## config.mk

```make
export PLATFORM = sky130hd
export DESIGN_NAME = pe_filter_loader_flat
export DESIGN_NICKNAME = d
export VERILOG_FILES = /design/src/rtl/pe_filter_loader_pkg.sv /design/src/rtl/pe_filter_loader_if.sv /design/src/rtl/pe_skid_buffer.sv /design/src/rtl/pe_filter_loader.sv /design/src/flat_wrapper.sv
export SDC_FILE = /design/constraint.sdc
export NUM_CORES = 1
export LEC_CHECK = 0
export ABC_AREA = 1
export CAP_MARGIN = 20
export CORE_MARGIN = 2
export CORE_UTILIZATION = 55
export DETAILED_ROUTE_END_ITERATION = 8
export PLACE_DENSITY = 0.95
export SYNTH_ARGS = -nofsm -noshare
export SYNTH_HDL_FRONTEND = slang
export SYNTH_SLANG_ARGS = --single-unit
```

## constraint.sdc

```tcl
create_clock -name clk -period 6.1 [get_ports clk]
set_clock_uncertainty 0.15 [all_clocks]
set_input_delay 1.22 -clock clk [delete_from_list [all_inputs] [get_ports clk]]
set_output_delay 1.22 -clock clk [all_outputs]
set_load 0.005 [all_outputs]
```

## src/rtl/pe_filter_loader_pkg.sv

```systemverilog
// rtl/pe_filter_loader_pkg.sv - shared widths, FSM encoding and skid depth for the filter loader
package pe_filter_loader_pkg;

    localparam int DEFAULT_DATA_WIDTH_FILTER = 64;
    localparam int DEFAULT_ADDR_WIDTH        = 12;
    localparam int DEFAULT_COUNT_WIDTH       = 8;

    // Two entries cover the one-cycle GLB latency plus the word being held
    // against a full FIFO, which is what sustains one word per cycle.
    localparam int SKID_DEPTH = 2;

    typedef enum logic [1:0] {
        ST_IDLE  = 2'd0,
        ST_RUN   = 2'd1,
        ST_DRAIN = 2'd2
    } loader_state_t;

endpackage

```

## src/rtl/pe_filter_loader_if.sv

```systemverilog
// rtl/pe_filter_loader_if.sv - GLB read port and PE filter FIFO write port bundle
// master (loader): drives glb_rd_en, glb_rd_addr, filter, push_filter;
//                  receives glb_rd_data, filter_fifo_full
// slave (GLB/FIFO side): the mirror image
interface pe_filter_loader_if
    import pe_filter_loader_pkg::*;
#(
    parameter int DATA_WIDTH_FILTER = DEFAULT_DATA_WIDTH_FILTER,
    parameter int ADDR_WIDTH        = DEFAULT_ADDR_WIDTH
);
    logic                         glb_rd_en;
    logic [ADDR_WIDTH-1:0]        glb_rd_addr;
    logic [DATA_WIDTH_FILTER-1:0] glb_rd_data;
    logic [DATA_WIDTH_FILTER-1:0] filter;
    logic                         push_filter;
    logic                         filter_fifo_full;

    modport master (
        output glb_rd_en, glb_rd_addr, filter, push_filter,
        input  glb_rd_data, filter_fifo_full
    );

    modport slave (
        input  glb_rd_en, glb_rd_addr, filter, push_filter,
        output glb_rd_data, filter_fifo_full
    );
endinterface

```

## src/rtl/pe_skid_buffer.sv

```systemverilog
// rtl/pe_skid_buffer.sv - 2-entry registered FIFO holding returned GLB words
// clk/reset: clock and synchronous active-high reset
// wr_en/wr_data: push a word; rd_en: pop the head (ignored when empty)
// rd_data: current head; count: number of stored words
module pe_skid_buffer
    import pe_filter_loader_pkg::*;
#(
    parameter int WIDTH = DEFAULT_DATA_WIDTH_FILTER,
    localparam int CW   = $clog2(SKID_DEPTH + 1),
    localparam int PW   = $clog2(SKID_DEPTH)
) (
    input  logic             clk,
    input  logic             reset,
    input  logic             wr_en,
    input  logic [WIDTH-1:0] wr_data,
    input  logic             rd_en,
    output logic [WIDTH-1:0] rd_data,
    output logic [CW-1:0]    count
);
    logic [WIDTH-1:0] mem [SKID_DEPTH];
    logic [PW-1:0]    wr_ptr;
    logic [PW-1:0]    rd_ptr;
    logic             do_rd;

    assign do_rd   = rd_en && (count != '0);
    assign rd_data = mem[rd_ptr];

    always_ff @(posedge clk) begin
        if (reset) begin
            for (int i = 0; i < SKID_DEPTH; i++) begin
                mem[i] <= '0;
            end
            wr_ptr <= '0;
            rd_ptr <= '0;
            count  <= '0;
        end else begin
            if (wr_en) begin
                mem[wr_ptr] <= wr_data;
                wr_ptr      <= wr_ptr + PW'(1);
            end
            if (do_rd) begin
                rd_ptr <= rd_ptr + PW'(1);
            end
            // Simultaneous write and read leaves the occupancy unchanged.
            case ({wr_en, do_rd})
                2'b10:   count <= count + CW'(1);
                2'b01:   count <= count - CW'(1);
                default: count <= count;
            endcase
        end
    end
endmodule

```

## src/rtl/pe_filter_loader.sv

```systemverilog
// rtl/pe_filter_loader.sv - streams a block of filter words from the GLB into the PE filter FIFO
// clk/reset: clock and synchronous active-high reset
// start/base_addr/num_words: transfer request, accepted only while idle
// busy: transfer in progress; done: one-cycle completion pulse
// bus (master): GLB read port (1-cycle latency) and filter FIFO write port
module pe_filter_loader
    import pe_filter_loader_pkg::*;
#(
    parameter int DATA_WIDTH_FILTER = DEFAULT_DATA_WIDTH_FILTER,
    parameter int ADDR_WIDTH        = DEFAULT_ADDR_WIDTH,
    parameter int COUNT_WIDTH       = DEFAULT_COUNT_WIDTH
) (
    input  logic                   clk,
    input  logic                   reset,
    input  logic                   start,
    input  logic [ADDR_WIDTH-1:0]  base_addr,
    input  logic [COUNT_WIDTH-1:0] num_words,
    output logic                   busy,
    output logic                   done,
    pe_filter_loader_if.master     bus
);
    localparam int CW = $clog2(SKID_DEPTH + 1);

    loader_state_t                state;
    loader_state_t                state_nxt;
    logic [ADDR_WIDTH-1:0]        rd_ptr;
    logic [COUNT_WIDTH-1:0]       issue_cnt;
    logic [COUNT_WIDTH-1:0]       push_cnt;
    logic                         inflight;
    logic                         zero_done;
    logic                         issue;
    logic                         pop;
    logic [CW-1:0]                skid_count;
    logic [DATA_WIDTH_FILTER-1:0] skid_head;

    // Reset gates both strobes so an aborted transfer neither pushes nor reads.
    assign pop = (skid_count != '0) && !bus.filter_fifo_full && !reset;

    assign busy            = (state != ST_IDLE);
    assign bus.glb_rd_en   = issue;
    assign bus.glb_rd_addr = rd_ptr;
    assign bus.push_filter = pop;
    assign bus.filter      = skid_head;

    // Returned data lands in the skid buffer unconditionally; the issue credit
    // below keeps buffered + in-flight words within SKID_DEPTH.
    pe_skid_buffer #(
        .WIDTH   (DATA_WIDTH_FILTER)
    ) u_skid (
        .clk     (clk),
        .reset   (reset),
        .wr_en   (inflight),
        .wr_data (bus.glb_rd_data),
        .rd_en   (pop),
        .rd_data (skid_head),
        .count   (skid_count)
    );

    always_comb begin
        state_nxt = state;
        issue     = 1'b0;
        done      = zero_done;
        unique case (state)
            ST_IDLE: begin
                if (start && (num_words != '0)) state_nxt = ST_RUN;
            end
            ST_RUN: begin
                // A pop this cycle frees a slot, so reads resume the same
                // cycle the FIFO stops back-pressuring.
                issue = (issue_cnt != '0) && !reset &&
                        ((32'(skid_count) + 32'(inflight)) < (SKID_DEPTH + 32'(pop)));
                if (issue && (issue_cnt == COUNT_WIDTH'(1))) state_nxt = ST_DRAIN;
            end
            ST_DRAIN: begin
                if (push_cnt == '0) begin
                    done      = 1'b1;
                    state_nxt = ST_IDLE;
                end
            end
            default: state_nxt = ST_IDLE;
        endcase
    end

    always_ff @(posedge clk) begin
        if (reset) begin
            state     <= ST_IDLE;
            rd_ptr    <= '0;
            issue_cnt <= '0;
            push_cnt  <= '0;
            inflight  <= 1'b0;
            zero_done <= 1'b0;
        end else begin
            state     <= state_nxt;
            inflight  <= issue;
            zero_done <= (state == ST_IDLE) && start && (num_words == '0);
            if ((state == ST_IDLE) && start) begin
                rd_ptr    <= base_addr;
                issue_cnt <= num_words;
                push_cnt  <= num_words;
            end else begin
                if (issue) begin
                    rd_ptr    <= rd_ptr + ADDR_WIDTH'(1);
                    issue_cnt <= issue_cnt - COUNT_WIDTH'(1);
                end
                if (pop) begin
                    push_cnt <= push_cnt - COUNT_WIDTH'(1);
                end
            end
        end
    end
endmodule
```

## src/flat_wrapper.sv

```systemverilog
// flat-port wrapper written by rule: the top's interface ports become plain ports
module pe_filter_loader_flat import pe_filter_loader_pkg::*;
#(
    parameter int DATA_WIDTH_FILTER = DEFAULT_DATA_WIDTH_FILTER,
    parameter int ADDR_WIDTH        = DEFAULT_ADDR_WIDTH,
    parameter int COUNT_WIDTH       = DEFAULT_COUNT_WIDTH
)
  (clk, reset, start, base_addr, num_words, busy, done, bus_glb_rd_en, bus_glb_rd_addr, bus_filter, bus_push_filter, bus_glb_rd_data, bus_filter_fifo_full);
  pe_filter_loader_if #(.DATA_WIDTH_FILTER(DATA_WIDTH_FILTER), .ADDR_WIDTH(ADDR_WIDTH)) bus_i ();
  input  logic clk;
  input  logic reset;
  input  logic start;
  input  logic [ADDR_WIDTH-1:0] base_addr;
  input  logic [COUNT_WIDTH-1:0] num_words;
  output logic busy;
  output logic done;
  output wire logic [$bits(bus_i.glb_rd_en)-1:0] bus_glb_rd_en;
  output wire logic [$bits(bus_i.glb_rd_addr)-1:0] bus_glb_rd_addr;
  output wire logic [$bits(bus_i.filter)-1:0] bus_filter;
  output wire logic [$bits(bus_i.push_filter)-1:0] bus_push_filter;
  input wire logic [$bits(bus_i.glb_rd_data)-1:0] bus_glb_rd_data;
  input wire logic [$bits(bus_i.filter_fifo_full)-1:0] bus_filter_fifo_full;
  assign bus_glb_rd_en = bus_i.glb_rd_en;
  assign bus_glb_rd_addr = bus_i.glb_rd_addr;
  assign bus_filter = bus_i.filter;
  assign bus_push_filter = bus_i.push_filter;
  assign bus_i.glb_rd_data = bus_glb_rd_data;
  assign bus_i.filter_fifo_full = bus_filter_fifo_full;
  pe_filter_loader #(.DATA_WIDTH_FILTER(DATA_WIDTH_FILTER), .ADDR_WIDTH(ADDR_WIDTH), .COUNT_WIDTH(COUNT_WIDTH)) u_core (.clk(clk), .reset(reset), .start(start), .base_addr(base_addr), .num_words(num_words), .busy(busy), .done(done), .bus(bus_i));
endmodule
```

[Yosys cells after proc, flatten, opt, wreduce, memory -nomap -nowiden]
Memory sizes are Yosys's and may differ from the RTL's. A register that Yosys moved wholly into a read port is not among the register bits.
Index checks and enable logic that the tools add are counted.
Word-level totals
  register bits after elaboration: 36
  RAM bits: 128
  output and inout port bits: 80
  word-level logic and storage cells: 75
  memories: 1
Cells by class
  add/subtract/negate cells: 9
  magnitude comparators: 1
  eq/ne operators: 8
  muxes and demuxes: 24
  reduce and logical (&&, ||, !) cells: 23
Memory list
  u_core.u_skid.mem: words 2, width 64, rd ports 1, clocked after memory_dff 1, write ports 2, line pe_skid_buffer.sv:20  | logic [WIDTH-1:0] mem [SKID_DEPTH];
Operators with widths (count)
  two-way mux 64 bit: 1
  OR reduction 64 bit: 1
  < comparator 32 bit: 1
  two-way mux 8 bit: 4
  two-way mux 12 bit: 2
  zero test 8 bit: 2
  nonzero test 8 bit: 2
  subtractor 8 x 1 -> 8 bit (second input constant): 2
  adder 12 x 1 -> 12 bit (second input constant): 1
  two-way mux 1 bit: 12
  nonzero test 2 bit: 5
  logical AND 1 bit: 9
  equality test 8 x 1 -> 1 bit (second input constant): 1
  two-way mux 2 bit: 3
  inequality test 2 x 1 -> 1 bit (second input constant): 3
  case mux 2 bit (3 select lines): 1
  equality test 2 x 1 -> 1 bit (second input constant): 2
  equality test 2 bit (second input constant): 2
  case mux 2 bit (2 select lines): 1
  adder 2 x 1 -> 3 bit: 1
  adder 2 x 1 -> 3 bit (first input constant): 1
  AND reduction 3 bit: 1
  adder 1 bit (second input constant): 2
  adder 2 x 1 -> 2 bit (second input constant): 1
  3 further kinds: 4

[Depth between registers and ports, before layout]
Gate-level depths: netlist of run 1.
  depth after elaboration: 9
  mapped depth: 11

[Cells and area by module]
From an unflattened synthesis of run 1, not the netlist that was laid out.
Unflattened totals
  cell total of the unflattened synthesis: 782
  area total of the unflattened synthesis: 8008.9 um^2
By module, submodules not included
  pe_skid_buffer: times used 1, cells an instance 441, area each 5853.1 um^2
  pe_filter_loader: times used 1, cells an instance 341, area each 2155.8 um^2

[Least setup slack after synthesis of run 1]
OpenSTA, ideal clock, no wires.
  path type: input-to-reg
  start point: in reset
  end point: mem u_core.u_skid.mem[1][0] in the netlist's numbering, enable pin
  library setup time: 424 ps
  data arrival time: 3173 ps
  data required time: 5526 ps
  slack: 2354 ps
  stages: 5
  path buffers: 2
  cells stage by stage: inv_1 -> nand3_1 -> buf_2 -> buf_2 -> nand2_1
RTL lines
  start: declaration: line flat_wrapper.sv:11  | input logic reset;
  end: declaration: line pe_skid_buffer.sv:20

[Worst setup path in the final report of run 1]
  start point: in reset
  end point: out bus_glb_rd_en
On the way
  longest elaborated chain between the ends: 6
  elaborated cells between the ends (all ways): 7
Ends and longest elaborated chain
  zero test 1 bit *: line pe_filter_loader.sv:37, pe_filter_loader.sv:70
  logical AND 1 bit: line pe_filter_loader.sv:37  | assign pop = (skid_count != '0) && !bus.filter_fifo_full && !reset;
  adder 2 x 1 -> 3 bit: line pe_filter_loader.sv:71  | ((32'(skid_count) + 32'(inflight)) < (SKID_DEPTH + 32'(pop)));
  < comparator 32 bit: line pe_filter_loader.sv:71
  logical AND 1 bit *: line pe_filter_loader.sv:70  | issue = (issue_cnt != '0) && !reset &&
  two-way mux 1 bit *: line pe_filter_loader.sv:63  | unique case (state)
  end: declaration: line flat_wrapper.sv:17  | output wire logic [$bits(bus_i.glb_rd_en)-1:0] bus_glb_rd_en;
Mark *: on every way between the ends. The rest lies on a longest branch, timed or not.

==> results of run 1 <==
-- worst max-delay path by stage --
stage	startpoint	end	slack, ns	depth (start not counted)
2_1_floorplan	reset	u_core.u_skid.mem[1][0]$_SDFFCE_PN0P_	2.35	5
3_3_place_gp	reset	bus_glb_rd_en	1.53	7
3_5_place_dp	reset	bus_glb_rd_en	1.51	7
4_1_cts	reset	bus_glb_rd_en	1.47	7
5_1_grt	reset	bus_glb_rd_en	1.34	7
6_report	reset	bus_glb_rd_en	1.47	7
-- metrics by stage --
step / worst slack, ns / area [µm²] / util / hold slack [ns] / power, W
6_report: 1.47 / 10100 / 0.728 / 0.356 / 0.00279
3_3_place_gp: 1.53 / 9510 / 0.688 / 0.325 / 0.00183
5_1_grt: 1.34 / 10100 / 0.728 / 0.383 / 0.00291
2_1_floorplan: 2.35 / 7750 / - / 0.311 / 0.00162
4_1_cts: 1.47 / 10000 / 0.727 / 0.354 / 0.00280
3_5_place_dp: 1.51 / 9510 / 0.688 / 0.343 / 0.00185
-- critical path: cells and delay by family --
kind / cells / cell delay, ns
buffers and inverters: 3 / 1.33
AND/OR/NAND/NOR: 4 / 0.71
-- state kept, by name (all words and copies together), names as in the netlist, 2 cells and up, named ones only --
name                    count
u_core.state                2
u_core.issue_cnt            8
u_core.bus.glb_rd_addr     12
u_core.u_skid.mem         128
u_core.u_skid.count         2
u_core.push_cnt             8
-- cell usage in the layout (no fill, tap or decap), types with 9 or more instances in the layout --
cell type | netlist | final
a21oi_1 | 16 | 16
clkbuf_16 | 0 | 17
clkdlybuf4s50_1 | 0 | 167
dfxtp_1 | 37 | 36
edfxtp_1 | 128 | 128
ha_1 | 9 | 9
inv_1 | 102 | 102
mux2_2 | 64 | 64
nand2_1 | 95 | 92
nand3_1 | 34 | 33
nor2_1 | 178 | 178
o21ai_0 | 30 | 30
-- cell type report --
type	count	share of cell area
clock inverters	15	0.0109
well taps	180	0.0224
multi-input cells	469	0.256
flip-flops and latches	165	0.455
inverters	108	0.0403
clock buffers	17	0.0422
repair buffers	174	0.172
-- power by group through the flow --
stage	logic [W]	clock network [W]	registers (W)
3_5_place_dp	0.000484	0	0.00136
4_1_cts	0.000490	0.000969	0.00134
2_1_floorplan	0.000276	0	0.00134
6_report	0.000500	0.000964	0.00133
5_1_grt	0.000550	0.00102	0.00134
3_3_place_gp	0.000475	0	0.00136
-- kinds of logic after synthesis --
family          Yosys count
compound gates           60
xor+xnor                  8
fa+ha+maj                 9
buf+inv                 141
flops                   165
mux                      64
simple gates            328
-- metal layers --
metal  wire length [µm]  share of wire  track usage
met2               8690           0.50        0.402
met1               7080           0.41        0.285
met3               1300          0.075       0.0572
met4                313          0.018       0.0891
met5                  0              0            0
==> summary.md, run 1 <==
| Metric | Value |
|---|---|
| Hold-fix buffers, CTS | 0 |
| Simple-gate share of the synthesized area | 0.173 |
| Comb power frac | 0.179 |
| Reg2reg end | u_core.bus.glb_rd_addr[8]$_SDFFE_PP0P_ |
| Cell taking the most area after synthesis | edfxtp_1 |
| Syn-to-layout area delta | 30.0% |
| Hold Path End | u_core.push_cnt[6]$_SDFFE_PP0P_ |
| Reg2reg path depth | 10 |
| IO Port Bufs | approximately 170 |
| Post-synth EDFFs | roughly 130 |
| Worst-Skew Late Latency | ~0.43 ns |
| Leak | 4.24 nW |
| Clk buf depth | 2 |
| GR Util All Layers | 0.234 |
| Sinks on Clock Net | approximately 170 |
| Switching portion of total power | 0.261 |
| Synth unique cells | 31 |
| Register area share after synthesis | 0.592 |
| Post-synthesis cell count | a little under 800 |
| Most common cell in the netlist | nor2_1 |
| Initial core utilization | 0.560 |
| CTS tree | done |
| Reg-to-Reg Start | u_core.issue_cnt[0]$_SDFFE_PP0P_ |
| Layout cells sized above 1 | 0.132 |
| Synth Area in XOR/XNOR | 0.00905 |
| WP data required | roughly 4.7 ns |
| Int Pwr | between 0.002 and 0.0025 W |
| Post-Layout Cell Count | roughly 1100 |
| Hold depth | 2 |
| Synth Area in Compound Gates | 0.0420 |
| CP Capture Type | primary output |
| Post-Syn Area | 7750 µm² |
| CTS Buf Count | 17 |
| CP Data Arrival Time | 3.26 ns |
| Via count | around 5900 |
| Die height | roughly 120 µm |
| HPWL Detailed | roughly 11 mm |
| Top FF cell, synth | edfxtp_1 |
| Antenna cells | 0 |
| Register Area | between 4000 and 5000 µm² |
| Worst-path fanout max | 14 |
| Status | complete, no violations |
| Final max-slew violation count | 0 |
| Clk pin slew, worst setup/hold paths | roughly 0.06 ns |
| Drt first pass iters | 5 |
| Area of the multi-input gates | around 2600 µm² |
| Crit Path Class | in2out |
| Avg Inst Size Synth | between 9 and 10 µm² |
| FP Rows | 43 |
| Cts repair resizes | 0 |
| Most frequent cells after synthesis | 178 x nor2_1, 128 x edfxtp_1, 102 x inv_1 |
| Max-Cap Viols | 0 |
| HP Class | reg2reg |
| Post-Synth Adder-Cell Area | 0.0145 |
| Setup_tns | 0 ns |
| Vias in the first global route | between 5000 and 6000 |
| Largest family of logic cells by synthesized area | simple AND/OR/NAND/NOR gates |
| Root Buffer | clkbuf_16 |
| Setup Buffers After CTS | 0 |
| # fillers | ~900 |
| Crit-path slowest cell | clkdlybuf4s50_1 |
| Antenna Nets Post-Route | 0 |
| Fmax | between 0.2 and 0.25 GHz |
| Total grt overflow | 0 |
| H-tree depth | 4 |
| Core Region | between 10000 and 15000 µm² |
| Switch Pwr | roughly 0.00073 W |
| Final hold vios | 0 |
| Slew @ Worst Pin | 0.883 ns |
| Min-delay src | u_core.push_cnt[6]$_SDFFE_PP0P_ |
| Final nets | 1032 |
| I/O pins | between 150 and 200 |
| Final setup violation count | 0 |
| Clk pwr share | 0.345 |
| Synthesis warning total | 0 |
| Critical Path Most Common Cell | clkdlybuf4s50_1 |
| DR iter-0 viols | roughly 480 |
| Main area contributors after synthesis | edfxtp_1 50%, dfxtp_1 9.6%, mux2_2 9.3% |
| Final Critical Period | ~4.6 ns |
| Mux contribution to synthesized area | 0.0930 |
| IR drop worst, VDD | ~0.00016 V |
| Die width | approximately 120 µm |
| Reg2Reg Setup Slack | 3.71 ns |
| Rel. slew slack | 0.411 |
| Setup crit start kind | primary input |
| Pwr Density | about 280 nW/µm² |
| DIE AREA | ~15000 µm² |
| RSZ-0062 raised after global routing | false |
| Syn nets | a little under 900 |
| DRC viols | 0 |
| Gpl congestion | 0.900 |
| Via/cell ratio | 5.23 |
| Cell Chain, Critical Path | clkdlybuf4s50_1 -> nor2_1 -> nand3_1 -> nand2_1 -> nand4_2 -> inv_1 -> clkdlybuf4s50_1 |
| First-pass GRT wire length | approximately 27 mm |
| Wire length per cell | roughly 15 µm |
| Max stage delay on crit path | roughly 0.68 ns |
| Synth top area share | 0.496 |
| Fin crit share | 0.760 |
| Post-Place Cells | about 1100 |
| Pin count of the biggest net entering global routing | between 60 and 70 |
| Detailed Route WL | 17.4 mm |
| Synth Register Bits | ~170 |
| Antenna violations before repair | 1 |
| Ys async rst share | 0 |
| Sequential Power Share | 0.476 |
Note: power is estimated with default switching activity, not from simulation.
==> inputs of run 2 (changes only) <==
--- a/config.mk
+++ b/config.mk
@@ -8,9 +8,9 @@
 export ABC_AREA = 1
 export CAP_MARGIN = 20
 export CORE_MARGIN = 2
-export CORE_UTILIZATION = 55
+export CORE_UTILIZATION = 51
 export DETAILED_ROUTE_END_ITERATION = 8
-export PLACE_DENSITY = 0.95
+export PLACE_DENSITY = 0.9
 export SYNTH_ARGS = -nofsm -noshare
 export SYNTH_HDL_FRONTEND = slang
 export SYNTH_SLANG_ARGS = --single-unit
==> constraint.sdc (replaced) <==
create_clock -name clk -period 4.55 [get_ports clk]
set_clock_uncertainty 0.15 [all_clocks]
set_input_delay 0.91 -clock clk [delete_from_list [all_inputs] [get_ports clk]]
set_output_delay 0.91 -clock clk [all_outputs]
set_load 0.005 [all_outputs]
==> summary.md, run 2 (synthesized netlist as in run 1, its figures left out) <==
| Metric | Value |
|---|---|
| Status | complete, no violations |
| Int Pwr | 0.00304 W |
| Layout cells sized above 1 | 0.130 |
| Setup_tns | 0 ns |
| Max-Cap Viols | 0 |
| Root Buffer | clkbuf_16 |
| Switching portion of total power | 0.237 |
| Antenna violations before repair | 0 |
| Met3 WL post-DR | around 1.1 mm |
| CP Capture Type | primary output |
| Final nets | between 1000 and 1500 |
| Crit path buffers/inverters | 4 |
| Fmax | around 0.26 GHz |
| Switch Pwr | ~0.00094 W |
| HPWL Detailed | approximately 12 mm |
| Final max-slew violation count | 0 |
| Setup Buffers After CTS | 0 |
| Crit Path Class | in2out |
| Core Region | around 15000 µm² |
| Crit-path slowest cell | clkdlybuf4s50_1 |
| GR Util All Layers | 0.220 |
| Dpl ws | around 0.8 ns |
| Via count | just under 6000 |
| # fillers | about 1100 |
| Clk pin slew, worst setup/hold paths | about 0.06 ns |
| Largest register by flop count | u_core.u_skid.mem |
| Total grt overflow | 0 |
| Hold-fix buffers, CTS | 0 |
| Max stage delay on crit path | 0.51 ns |
| CP Data Arrival Time | between 2 and 3 ns |
| DIE AREA | about 16000 µm² |
| Pwr Density | just under 400 nW/µm² |
| Fin crit share | 0.830 |
| Final hold vios | 0 |
| Area of the multi-input gates | approximately 2600 µm² |
| H-tree depth | 4 |
| Antenna cells | 0 |
| Setup crit start kind | primary input |
| Sinks on Clock Net | between 150 and 200 |
| Post-Layout Cell Count | between 1000 and 1500 |
| Hold WS | ~0.35 ns |
| Drt first pass iters | 4 |
| Syn-to-layout area delta | 31.7% |
| Die height | about 130 µm |
| Max FFs per register | between 100 and 150 |
| DR iter-0 viols | 394 |
| Metal2 WL | around 8.7 mm |
| IR drop worst, VDD | ~0.00028 V |
| WP data required | 3.49 ns |
| Worst-Skew Late Latency | slightly above 0.4 ns |
| HP Class | reg2reg |
| Rel. slew slack | 0.498 |
| FP Rows | 45 |
| Cell Chain, Critical Path | clkdlybuf4s50_1 -> buf_4 -> nor2_1 -> nand4_2 -> inv_1 -> clkdlybuf4s50_1 |
| Post-route setup slack | between 0.7 and 0.8 ns |
| DRT met1 WL | between 7 and 8 mm |
| Register Area | 4590 µm² |
| Post-Place Cells | around 1100 |
| Clk buf depth | 2 |
| Gpl congestion | 0.830 |
| Slew @ Worst Pin | 0.753 ns |
| Via/cell ratio | roughly 5.2 |
| Worst-path fanout max | 22 |
| Initial core utilization | 0.515 |
| Final setup violation count | 0 |
| I/O pins | ~170 |
| Final Critical Period | between 3 and 4 ns |
| Comb power frac | 0.168 |
| RSZ-0062 raised after global routing | false |
| Vias in the first global route | between 5000 and 6000 |
| IO Port Bufs | 167 |
| Antenna Nets Post-Route | 0 |
| CTS Buf Count | 17 |
| Max layer used | met4 |
| Commonest non-fill, non-tap cells in the layout | 178 x nor2_1, 167 x clkdlybuf4s50_1, 128 x edfxtp_1 |
| Clk pwr share | 0.384 |
| Critical Path Most Common Cell | clkdlybuf4s50_1 |
| CTS tree | done |
| DRC viols | 0 |
| Cts repair resizes | 0 |
| Die width | roughly 130 µm |
| Pin count of the biggest net entering global routing | 66 |
| Delay-heaviest family, CP | buffers and inverters |
| Leak | around 4.3 nW |
| Detailed Route WL | between 15 and 20 mm |
| First-pass GRT wire length | roughly 28 mm |
| Wire length per cell | around 15 µm |
| Most common cell after layout, fill and taps aside | nor2_1 |
| Sequential Power Share | 0.448 |
## run 2: changes by cell type in the layout (fill, tap and decap cells not counted)
cell,delta
clkinv_4,-3
clkinvlp_4,-3
clkbuf_1,+1
inv_6,+1
buf_12,+2
bufinv_16,+5
buf_4,-2
inv_8,-1
clkinv_2,-1
## run 2: final timing paths
path | start | end | slack [ns] | cells after the start
worst min-delay path | u_core.push_cnt[0]$_SDFFE_PP0P_ | u_core.push_cnt[0]$_SDFFE_PP0P_ | 0.35 | 2
worst max register to register | u_core.issue_cnt[0]$_SDFFE_PP0P_ | u_core.bus.glb_rd_addr[3]$_SDFFE_PP0P_ | 2.23 | 10
worst max-delay path | reset | bus_glb_rd_en | 0.77 | 6
worst min register to register | u_core.push_cnt[0]$_SDFFE_PP0P_ | u_core.push_cnt[0]$_SDFFE_PP0P_ | 0.35 | 2
## run 2: cell type report
class | instances | area share
Sequential cell | 165 | 0.449
Timing Repair Buffer | 174 | 0.173
Inverter | 108 | 0.0397
Tap cell | 188 | 0.0231
Multi-Input combinational cell | 469 | 0.253
Clock buffer | 18 | 0.0421
Clock inverter | 13 | 0.0200
## run 2: stage by stage
stage	utilization	instance area, µm²	total power [W]
2_1_floorplan	-	7750	0.00217
3_3_place_gp	0.637	9570	0.00246
3_5_place_dp	0.637	9570	0.00248
4_1_cts	0.679	10200	0.00401
5_1_grt	0.679	10200	0.00415
6_report	0.679	10200	0.00399
## run 2: routing by layer
layer  vias to the layer above  track usage
met5                         -            0
met4                         0       0.0847
met3                        31       0.0490
met2                       218        0.388
met1                      2753        0.264
li1                       2857            -
## run 2: power by group through the flow
stage                     Sequential (W)  Combinational [W]  Clock (W)
after floorplan                  0.00180           0.000370          0
after global placement           0.00181           0.000654          0
after detailed placement         0.00182           0.000666          0
after CTS                        0.00179           0.000673    0.00155
after global routing             0.00180           0.000743    0.00161
final                            0.00179           0.000669    0.00153
## run 2: worst register-to-register path: stages, from the launching register on
cell and delay (ns):
dfxtp_1 0.39, inv_1 0.14, ha_1 0.22, inv_1 0.05
nor2_1 0.05, nand2_2 0.09, nand4_2 0.30, nand2_2 0.44
inv_2 0.19, nor2_1 0.14, nor2_1 0.06
